### src/rtl/iob_moddncnt_pkg.sv
// iob_moddncnt_pkg: FSM state encoding and parameter defaults for the modulo down-counter.
package iob_moddncnt_pkg;

    localparam int DATA_W_DEF  = 8;
    localparam int RST_VAL_DEF = 0;

    typedef enum logic [1:0] {
        IDLE = 2'd0,
        RUN  = 2'd1,
        DONE = 2'd2
    } state_t;

endpackage

### src/rtl/iob_moddncnt_reg.sv
// iob_reg_care: register with clock enable and synchronous active-high reset.
// Reset only takes effect on an enabled edge; callers fold reset into cke_i when it must always win.
module iob_reg_care #(
    parameter int DATA_W  = 8,
    parameter int RST_VAL = 0
) (
    input  logic              clk_i,
    input  logic              rst_i,
    input  logic              cke_i,
    input  logic [DATA_W-1:0] data_i,
    output logic [DATA_W-1:0] data_o
);

    logic [DATA_W-1:0] data_q;

    always_ff @(posedge clk_i) begin
        if (cke_i) data_q <= rst_i ? DATA_W'(RST_VAL) : data_i;
    end

    assign data_o = data_q;

endmodule

### src/rtl/iob_moddncnt.sv
// iob_moddncnt: modulo down-counter with IDLE/RUN/DONE control and a terminal-count tick.
// One-shot mode exists only when IOB_MODDNCNT_ONESHOT_EN is defined; otherwise periodic-only.
module iob_moddncnt
    import iob_moddncnt_pkg::*;
#(
    parameter int DATA_W  = DATA_W_DEF,
    parameter int RST_VAL = RST_VAL_DEF
) (
    input  logic              clk_i,
    input  logic              rst_i,
    input  logic              cke_i,
    input  logic              en_i,
    input  logic              start_i,
    input  logic              stop_i,
    input  logic              mode_i,
    input  logic [DATA_W-1:0] mod_i,
    output logic [DATA_W-1:0] data_o,
    output logic              tick_o,
    output logic              busy_o,
    output logic              done_o
);

    state_t            state_q, state_d;
    logic [DATA_W-1:0] data_d;
    logic              oneshot;
    logic              tc;

`ifdef IOB_MODDNCNT_ONESHOT_EN
    assign oneshot = mode_i;
    assign done_o  = (state_q == DONE);
`else
    logic unused_mode;
    assign unused_mode = mode_i;
    assign oneshot     = 1'b0;
    assign done_o      = 1'b0;
`endif

    assign busy_o = (state_q == RUN);

    always_comb begin
        tc      = (state_q == RUN) && (data_o == '0) && en_i;
        tick_o  = tc && cke_i && !rst_i;
        state_d = state_q;
        data_d  = data_o;
        if (stop_i) begin
            state_d = IDLE;
            data_d  = '0;
        end else if (start_i) begin
            state_d = RUN;
            data_d  = mod_i;
        end else if (tc) begin
            state_d = oneshot ? DONE : RUN;
            data_d  = oneshot ? '0 : mod_i;
        end else if (state_q == RUN && en_i) begin
            data_d  = data_o - DATA_W'(1);
        end
    end

    always_ff @(posedge clk_i) begin
        if (rst_i) state_q <= IDLE;
        else if (cke_i) state_q <= state_d;
    end

    // Reset must act even while cke_i is low, so it is folded into the enable.
    iob_reg_care #(
        .DATA_W (DATA_W),
        .RST_VAL(RST_VAL)
    ) u_data (
        .clk_i (clk_i),
        .rst_i (rst_i),
        .cke_i (cke_i | rst_i),
        .data_i(data_d),
        .data_o(data_o)
    );

endmodule

### config.mk
export PLATFORM = sky130hd
export DESIGN_NAME = iob_moddncnt
export DESIGN_NICKNAME = d
export VERILOG_FILES = /design/src/rtl/iob_moddncnt_pkg.sv /design/src/rtl/iob_moddncnt_reg.sv /design/src/rtl/iob_moddncnt.sv
export SDC_FILE = /design/constraint.sdc
export NUM_CORES = 1
export LEC_CHECK = 0
export ABC_AREA = 1
export BUFFER_PORTS_ARGS = -buffer_cell sky130_fd_sc_hd__buf_2
export CAP_MARGIN = 20
export CORE_UTILIZATION = 35
export CTS_BUF_LIST = sky130_fd_sc_hd__clkbuf_8 sky130_fd_sc_hd__clkbuf_16
export DETAILED_ROUTE_END_ITERATION = 6
export HOLD_SLACK_MARGIN = 0.03
export PLACE_DENSITY = 0.69
export SLEW_MARGIN = 20
export SYNTH_ARGS = -nofsm -noshare
export SYNTH_HDL_FRONTEND = slang
export SYNTH_SLANG_ARGS = --single-unit
export TNS_END_PERCENT = 5
### constraint.sdc
create_clock -name clk_i -period 1.7 [get_ports clk_i]
set_input_delay 0.34 -clock clk_i [delete_from_list [all_inputs] [get_ports clk_i]]
set_output_delay 0.34 -clock clk_i [all_outputs]
set_load 0.005 [all_outputs]
======== Word-level counts from Yosys, hierarchy flattened ========
Index checks and enable logic that the tools add are counted.
word-level totals
  output and inout port bits .............. 11
  bits of input ports ..................... 15
  word-level logic and storage cells ...... 23
  register bits after elaboration ......... 10
cells by class
  add/subtract/negate cells ............... 1
  bitwise operators ....................... 1
  reductions and logical operators ........ 12
  eq/ne operators ......................... 1
  mux-type cells .......................... 6
operators with widths
  kind                   number
  $mux W8                3
  $logic_not A8 Y1       1
  $sub A8 B1 Y8 const B  1
  $mux W2                3
  $logic_and A1 B1 Y1    5
  $reduce_bool A5 Y1     1
  $reduce_and A2 Y1      2
  $reduce_bool A3 Y1     1
  $eq A2 B1 Y1 const B   1
  $reduce_or A2 Y1       1
  $logic_not A1 Y1       1
  $or A1 B1 Y1           1

======== Longest topological paths before layout ========
Gate-level depths: netlist (run 1).
  word-level depth ........................ 6
  gate-level depth with buffers ........... 9
  mapped depth without buffers ............ 9

======== Hierarchy ========
A second synthesis (run 1) with hierarchy kept.
second synthesis, totals
  cells, all modules ...................... 126
  area total of the unflattened synthesis .. 813.3 sq um
modules (own cells, without submodules)
  module        area an instance (sq um)  seq. area each (sq um)  cells each  times used
  iob_moddncnt  501.7                     20.0                    101         1
  iob_reg_care  311.5                     240.2                   25          1

======== Worst setup path before layout (run 1) ========
No wires, ideal clock.
  path kind ............................... reg2reg
  from .................................... register u_data.data_q[0] (netlist: u_data.data_o[0])
  to ...................................... register u_data.data_q[0] (netlist: u_data.data_o[0]), data pin
  data required time ...................... 1,445 ps
  path buffers ............................ 1
  period minus slack after synthesis ...... 1,491 ps
  arrival ................................. 1,237 ps
  library setup time ...................... 255 ps
  slack ................................... 209 ps
  cell stages (with the launch flop) ...... 9
  cells stage by stage .................... edfxtp_1 > inv_1 > ha_1 > nand3_1 > nor2_1 > nand2_2 > buf_6 > a21oi_1 > nor2_1
between the ends
  word-level cells in the longest chain between the ends .. 5
  elaborated cells on any way between the ends .. 7
  classes of those cells .................. add/sub (1); mux (3); reduce/logical (3)
ends and longest elaborated chain
  item                                                                   RTL line                source
  start, declared                                                        iob_moddncnt_reg.sv:14  logic [DATA_W-1:0] data_q;
  start signal, assigned                                                 iob_moddncnt_reg.sv:17  if (cke_i) data_q <= rst_i ? DATA_W'(RST_VAL) : data_i;
  parallel branches: the longest is 3 deep, another holds $sub A8 B1 Y8  n/a
  $mux W8 (*)                                                            iob_moddncnt.sv:51      end else if (tc) begin
  $mux W8 (*)                                                            iob_moddncnt.sv:48      end else if (start_i) begin
Mark *: on every way between the ends. The select of a mux whose other input is x is not followed.
A chain may end at the register's enable or synchronous reset.

======== Worst setup path after layout (run 1) ========
  from .................................... register u_data.data_q[1] (netlist: u_data.data_o[1])
  to ...................................... output port tick_o
between the ends
  word-level cells in the longest chain between the ends .. 5
ends and longest elaborated chain
  item                              RTL line            source
  $logic_not A8 Y1                  iob_moddncnt.sv:41  tc = (state_q == RUN) && (data_o == '0) && en_i;
  $logic_and A1 B1 Y1 (2 in a row)  iob_moddncnt.sv:41
  $logic_and A1 B1 Y1 (2 in a row)  iob_moddncnt.sv:42  tick_o = tc && cke_i && !rst_i;
  end, declared                     iob_moddncnt.sv:18  output logic tick_o,
Every way passes these cells.

==> metrics.csv, run 1 <==
metric,value,unit
status,"complete, but fails checks",
violations,negative setup slack,
period_minus_slack,1770,ps
worstPathArrival,1430,ps
io_buffers,23,
core_area,1960,µm²
synth_area_per_cell,6.86,µm²
netlist_instances,107,
cts.htree.levels,1,
yosysWarnings,0,
vias,792,
max_stage_delay,410,ps
ant_nets,0,
area_growth,40.0,%
p_per_area,754,nW/µm²
crit_top_cell,inv_2,
antenna_found_initial,0,
grt_pass1_vias,634,
crit_fanout,2,
vdd_drop_max,0.000351,V
crit_end,tick_o,
crit_required,1360,ps
antenna_cells,0,
cp-end-kind,output pin,
worst_slew_margin_rel,61.5,%
die-area,2290,µm²
worst-setup-path-type,reg2out,
initial_core_util,37.4,%
drive_above_1_share,39.7,%
syn-cell-area,734,µm²
power,0.000775,W
first_pass_iters,4,
rsz0062_at_grt,true,
maxCapViolCount,0,
cts_buffer_depth,2,
crit_start,u_data.data_o[1],
final_core_util,52.4,%
path_cells,inv_2 -> ha_4 -> inv_2 -> nor2_2 -> nand4_1 -> nor3b_2 -> buf_2,
ys_seq_area_share,35.4,%
skew,0.530,ps
fin_crit_sh,104,%
start_kind,register,
r2r-end,u_data.data_o[6],
dieWidth,47.8,µm
hold_class,in2reg,
cts_tree,yes,
drt-wirelength-per-cell,10.9,µm
slowest_stage,edfxtp_1,
cts_hold_buf,0,
routed_wirelength,1830,µm
path_clk_slew,50,ps
drcViolationCount,0,
gp_congestion,0.813,
top_level_ports,26,
cts-root-buf,clkbuf_8,
final_hold_viol_count,0,
finalSetupViolCount,1,
grt_pass1_wl,2590,µm
drtIter0Drc,14,
max_freq,564,MHz
rows,16,
overflow,0,
reg2regPathDepth,11,
synth_fp_nets,124,
drv_slew,0,
track_usage,17.3,%
fin_nets,159,
via_per_inst,4.71,
die_h,47.8,µm
synth_seq_cells,9,
p_leak,0.538,nW
cts-buffers-inserted,3,
synth_cell_types,21,
setup_ws,-71.6,ps
clkSinkCount,9,
insertion_delay,240,ps
regToRegStartpoint,u_data.data_o[0],
worst_slew_pin_slew,575,ps
dp_hpwl,1240,µm
rrSetupSlack,50,ps
pre_cts_ws,72.8,ps
grt_max_degree,11,
[routing by layer]
| metal | part of all wire, % | up-vias | GRT usage [%] |
|---|---|---|---|
| met3 | 1.9 | 5 | 2.26 |
| met4 | 2.8 | 0 | 13.3 |
| li1 | - | 403 | - |
| met5 | 0 | - | 0 |
| met2 | 51 | 15 | 28.4 |
| met1 | 44 | 369 | 20.4 |
[metrics by stage]
| stage | setup TNS (ps) | hold WS, ps | instance area, µm² | std cells |
|---|---|---|---|---|
| final | -71.6 | 321 | 1030 | 168 |
| after global routing | -254 | 321 | 1030 | 168 |
| after CTS | -71.6 | 321 | 1010 | 167 |
| after detailed placement | 0 | 469 | 892 | 157 |
| after global placement | 0 | 474 | 892 | 157 |
| after floorplan | 0 | 419 | 734 | 107 |
[repair_timing]
action	CTS	global route
buffers inserted	6	1
setup endpoints to repair	1	6
gates resized for setup	8	5
pin swaps	3	2
[worst max-delay path: cells and delay by family, from the launching register on]
kind                     cells  cell delay (ps)
AND/OR/NAND/NOR              3              380
flip-flops                   1              410
buffers and inverters        3              260
adder cells (fa/ha/maj)      1              140
[worst min path at each step]
| stage | startpoint | endpoint | slack [ps] | cells after the start |
|---|---|---|---|---|
| final | rst_i | state_q[0] | 320 | 2 |
| after global routing | rst_i | state_q[0] | 320 | 2 |
| after CTS | rst_i | state_q[0] | 320 | 2 |
| after detailed placement | state_q[0] | state_q[0] | 470 | 2 |
| after global placement | state_q[0] | state_q[0] | 470 | 2 |
| after floorplan | rst_i | state_q[0] | 420 | 1 |
[final cells by class]
cell class | count | area (µm²)
clock buffer | 3 | 41.3
clock inverter | 1 | 3.75
fill | 196 | 933
inverter | 17 | 63.8
multi-input combinational | 78 | 423
sequential | 9 | 260
tap | 27 | 33.8
timing repair buffer | 33 | 203
[registers in the layout, summed over array words and instances (netlist names)]
register / cells
u_data.data_o: 8
state_q: 1
[synth_stat cells]
cell type | count | area share [%]
a21oi_1 | 5 | 3.4
a221oi_1 | 1 | 1.2
buf_4 | 2 | 2.0
buf_6 | 1 | 1.5
conb_1 | 1 | 0.51
dfxtp_1 | 1 | 2.7
edfxtp_1 | 8 | 33
ha_1 | 2 | 3.4
inv_1 | 16 | 8.2
inv_2 | 1 | 0.51
nand2_1 | 31 | 16
nand2_2 | 1 | 0.85
nand3_1 | 5 | 3.4
nand3_2 | 5 | 6.8
nand3b_1 | 1 | 1.0
nand4_1 | 1 | 0.85
nor2_1 | 19 | 9.7
nor2_2 | 2 | 1.7
nor3b_1 | 1 | 1.0
o21ai_0 | 2 | 1.4
xnor2_1 | 1 | 1.2
[kinds of logic (layout without fill, tap and decap cells)]
| group | count (synthesis) | in the layout | share of synthesized area [%] |
|---|---|---|---|
| adders and majority gates | 2 | 2 | 3.41 |
| other | 1 | 1 | 0.511 |
| AOI/OAI and AO/OA | 8 | 8 | 5.96 |
| xor gates and xnor gates | 1 | 1 | 1.19 |
| buffers and inverters | 20 | 54 | 12.3 |
| DFF | 9 | 9 | 35.4 |
| and+or+nand+nor | 66 | 66 | 41.2 |
[report_power, final]
part	switching [W]	internal, W
sequential	0.0000196	0.000266
clock	0.0000936	0.000158
combinational	0.000128	0.000109
[placed cells by master, fill, tap and decap left out]
master,n
nor2_2,3
edfxtp_1,8
xnor2_1,1
a221oi_1,1
nand2_2,3
o21ai_0,2
clkbuf_8,3
buf_4,9
nor2_4,1
nor3b_2,1
ha_2,1
conb_1,1
a21oi_1,4
a21oi_2,1
ha_4,1
nand4_1,1
inv_1,14
nor2_1,17
buf_2,23
dfxtp_1,1
nand3b_1,1
nand3_1,5
nand3_2,5
nand2_1,29
inv_2,4
buf_12,1
No activity file was read; power rests on OpenSTA's default activity.
==> run 2, diff against run 1 <==
--- a/config.mk
+++ b/config.mk
@@ -12,6 +12,7 @@
 export CTS_BUF_LIST = sky130_fd_sc_hd__clkbuf_8 sky130_fd_sc_hd__clkbuf_16
 export DETAILED_ROUTE_END_ITERATION = 6
 export HOLD_SLACK_MARGIN = 0.03
+export MAX_ROUTING_LAYER = met4
 export PLACE_DENSITY = 0.69
 export SLEW_MARGIN = 20
 export SYNTH_ARGS = -nofsm -noshare
==> constraint.sdc (replaced) <==
create_clock -name clk_i -period 1.7 [get_ports clk_i]
set_input_delay 0.425 -clock clk_i [delete_from_list [all_inputs] [get_ports clk_i]]
set_output_delay 0.425 -clock clk_i [all_outputs]
set_load 0.02 [all_outputs]
==> metrics.csv, run 2 (synthesis gave the netlist of run 1 again) <==
metric,value,unit
design_area,1040,µm²
status,"complete, but fails checks",
p_leak,0.547,nW
layout_common_cells,"nand2_1, buf_2, nor2_1",
hold_class,in2reg,
drt-wirelength-per-cell,10.2,µm
grt_max_degree,11,
vias,796,
crit_required,1270,ps
violations,negative setup slack,
rows,16,
drtIter0Drc,16,
cts_hold_buf,0,
top_layer_used,met4,
dp_cells,163,
period_minus_slack,1870,ps
first_pass_iters,4,
grt_pass1_vias,627,
finalSetupViolCount,1,
tns,-172,ps
fin_nets,161,
antenna_cells,0,
maxCapViolCount,0,
drive_above_1_share,40.6,%
core_area,1960,µm²
cts.htree.levels,1,
post_dp_cell_area,951,µm²
gp_congestion,0.920,
insertion_delay,230,ps
max_freq,534,MHz
antenna_found_initial,0,
die_h,47.8,µm
path_clk_slew,50,ps
top_level_ports,26,
track_usage,16.6,%
cp-end-kind,output pin,
cts_tree,yes,
overflow,0,
fin_crit_sh,110,%
initial_core_util,37.4,%
layout.cells.non_filler,170,
routed-wl-met3,69,µm
via_per_inst,4.68,
cts_buffer_depth,2,
vdd_drop_max,0.000381,V
crit_top_cell,inv_2,
num-fill-cells,195,
rsz0062_at_grt,true,
worst-setup-path-type,reg2out,
cts-root-buf,clkbuf_8,
largest_reg_flops,8,
clkSinkCount,9,
setup_ws,-172,ps
area_growth,41.6,%
start_kind,register,
skew,1.71,ps
wl_met2,885,µm
p_per_area,765,nW/µm²
die-area,2290,µm²
final_common_cell,nand2_1,
drcViolationCount,0,
path_cells,inv_2 -> ha_4 -> inv_2 -> nor2_2 -> nand4_1 -> nor3b_4 -> buf_6,
dp_hpwl,1320,µm
max_stage_delay,390,ps
io_buffers,23,
wl_met1,764,µm
grt_pass1_wl,2530,µm
drv_slew,0,
ant_nets,0,
dieWidth,47.8,µm
routed_wirelength,1730,µm
crit_fanout,2,
final_hold_viol_count,0,
cts-buffers-inserted,3,
slowest_stage,edfxtp_1,
worstPathArrival,1450,ps
rrSetupSlack,10,ps
run 2: cell count changes in the layout (fill, tap and decap cells not counted):
| cell | change |
|---|---|
| nand2_1 | +1 |
| buf_2 | -1 |
| buf_12 | -1 |
| buf_6 | +2 |
| nor2_4 | -1 |
| nor3b_2 | -1 |
| inv_2 | +1 |
| nor2_2 | +1 |
| nor3b_4 | +1 |
| nand2_2 | -1 |
| inv_1 | -1 |
| buf_4 | +2 |
run 2: path summary, 6_finish.rpt:
check,start,to,cells past startpoint
hold reg to reg,state_q[0],state_q[0],2
hold / removal,stop_i,state_q[0],2
setup / recovery,u_data.data_o[1],tick_o,7
setup reg to reg,u_data.data_o[1],u_data.data_o[1],9
run 2: area by class of cell:
type	count	area [µm²]	share of cell area (%)
sequential	9	260	25.0
inverter	17	63.8	6.14
clock inverter	1	3.75	0.361
timing repair buffer	35	215	20.7
tap	27	33.8	3.25
clock buffer	3	41.3	3.97
multi-input combinational	78	422	40.6
run 2: what timing repair did:
action / CTS / global route
endpoints found under the setup margin: 1 / 7
pin swaps: 3 / 1
gates resized for setup: 3 / 5
buffers inserted: 3 / 0
run 2: critical path: cells and delay by family (launching register included):
kind	cells	cell delay, ps
flops	1	390
fa+ha+maj	1	140
simple gates	3	410
buf+inv	3	270
run 2: stage by stage:
step                      utilization, %  worst slack, ps  total power [W]  hold WS [ps]
after detailed placement            48.5            -2.29         0.000537           485
after global routing                53.0             -252         0.000854           442
after floorplan                        -            -43.6         0.000452           504
final                               53.0             -172         0.000795           417
after CTS                           52.4             -177         0.000804           411
after global placement              48.5             40.8         0.000530           472
run 2: per-layer routing:
layer  global-route usage, %  up-vias
met1                    20.2      363
met3                    3.40        2
li1                        -      405
met4                    6.67        0
met5                       -        -
met2                    26.8       26
run 2: where the power goes:
part	internal (W)	total, W	switching (W)	leakage [nW]
Combinational	0.000114	0.000265	0.000151	0.425
Sequential	0.000266	0.000285	0.0000186	0.0950
Clock	0.000158	0.000246	0.0000880	0.0269
Total	0.000538	0.000795	0.000257	0.547
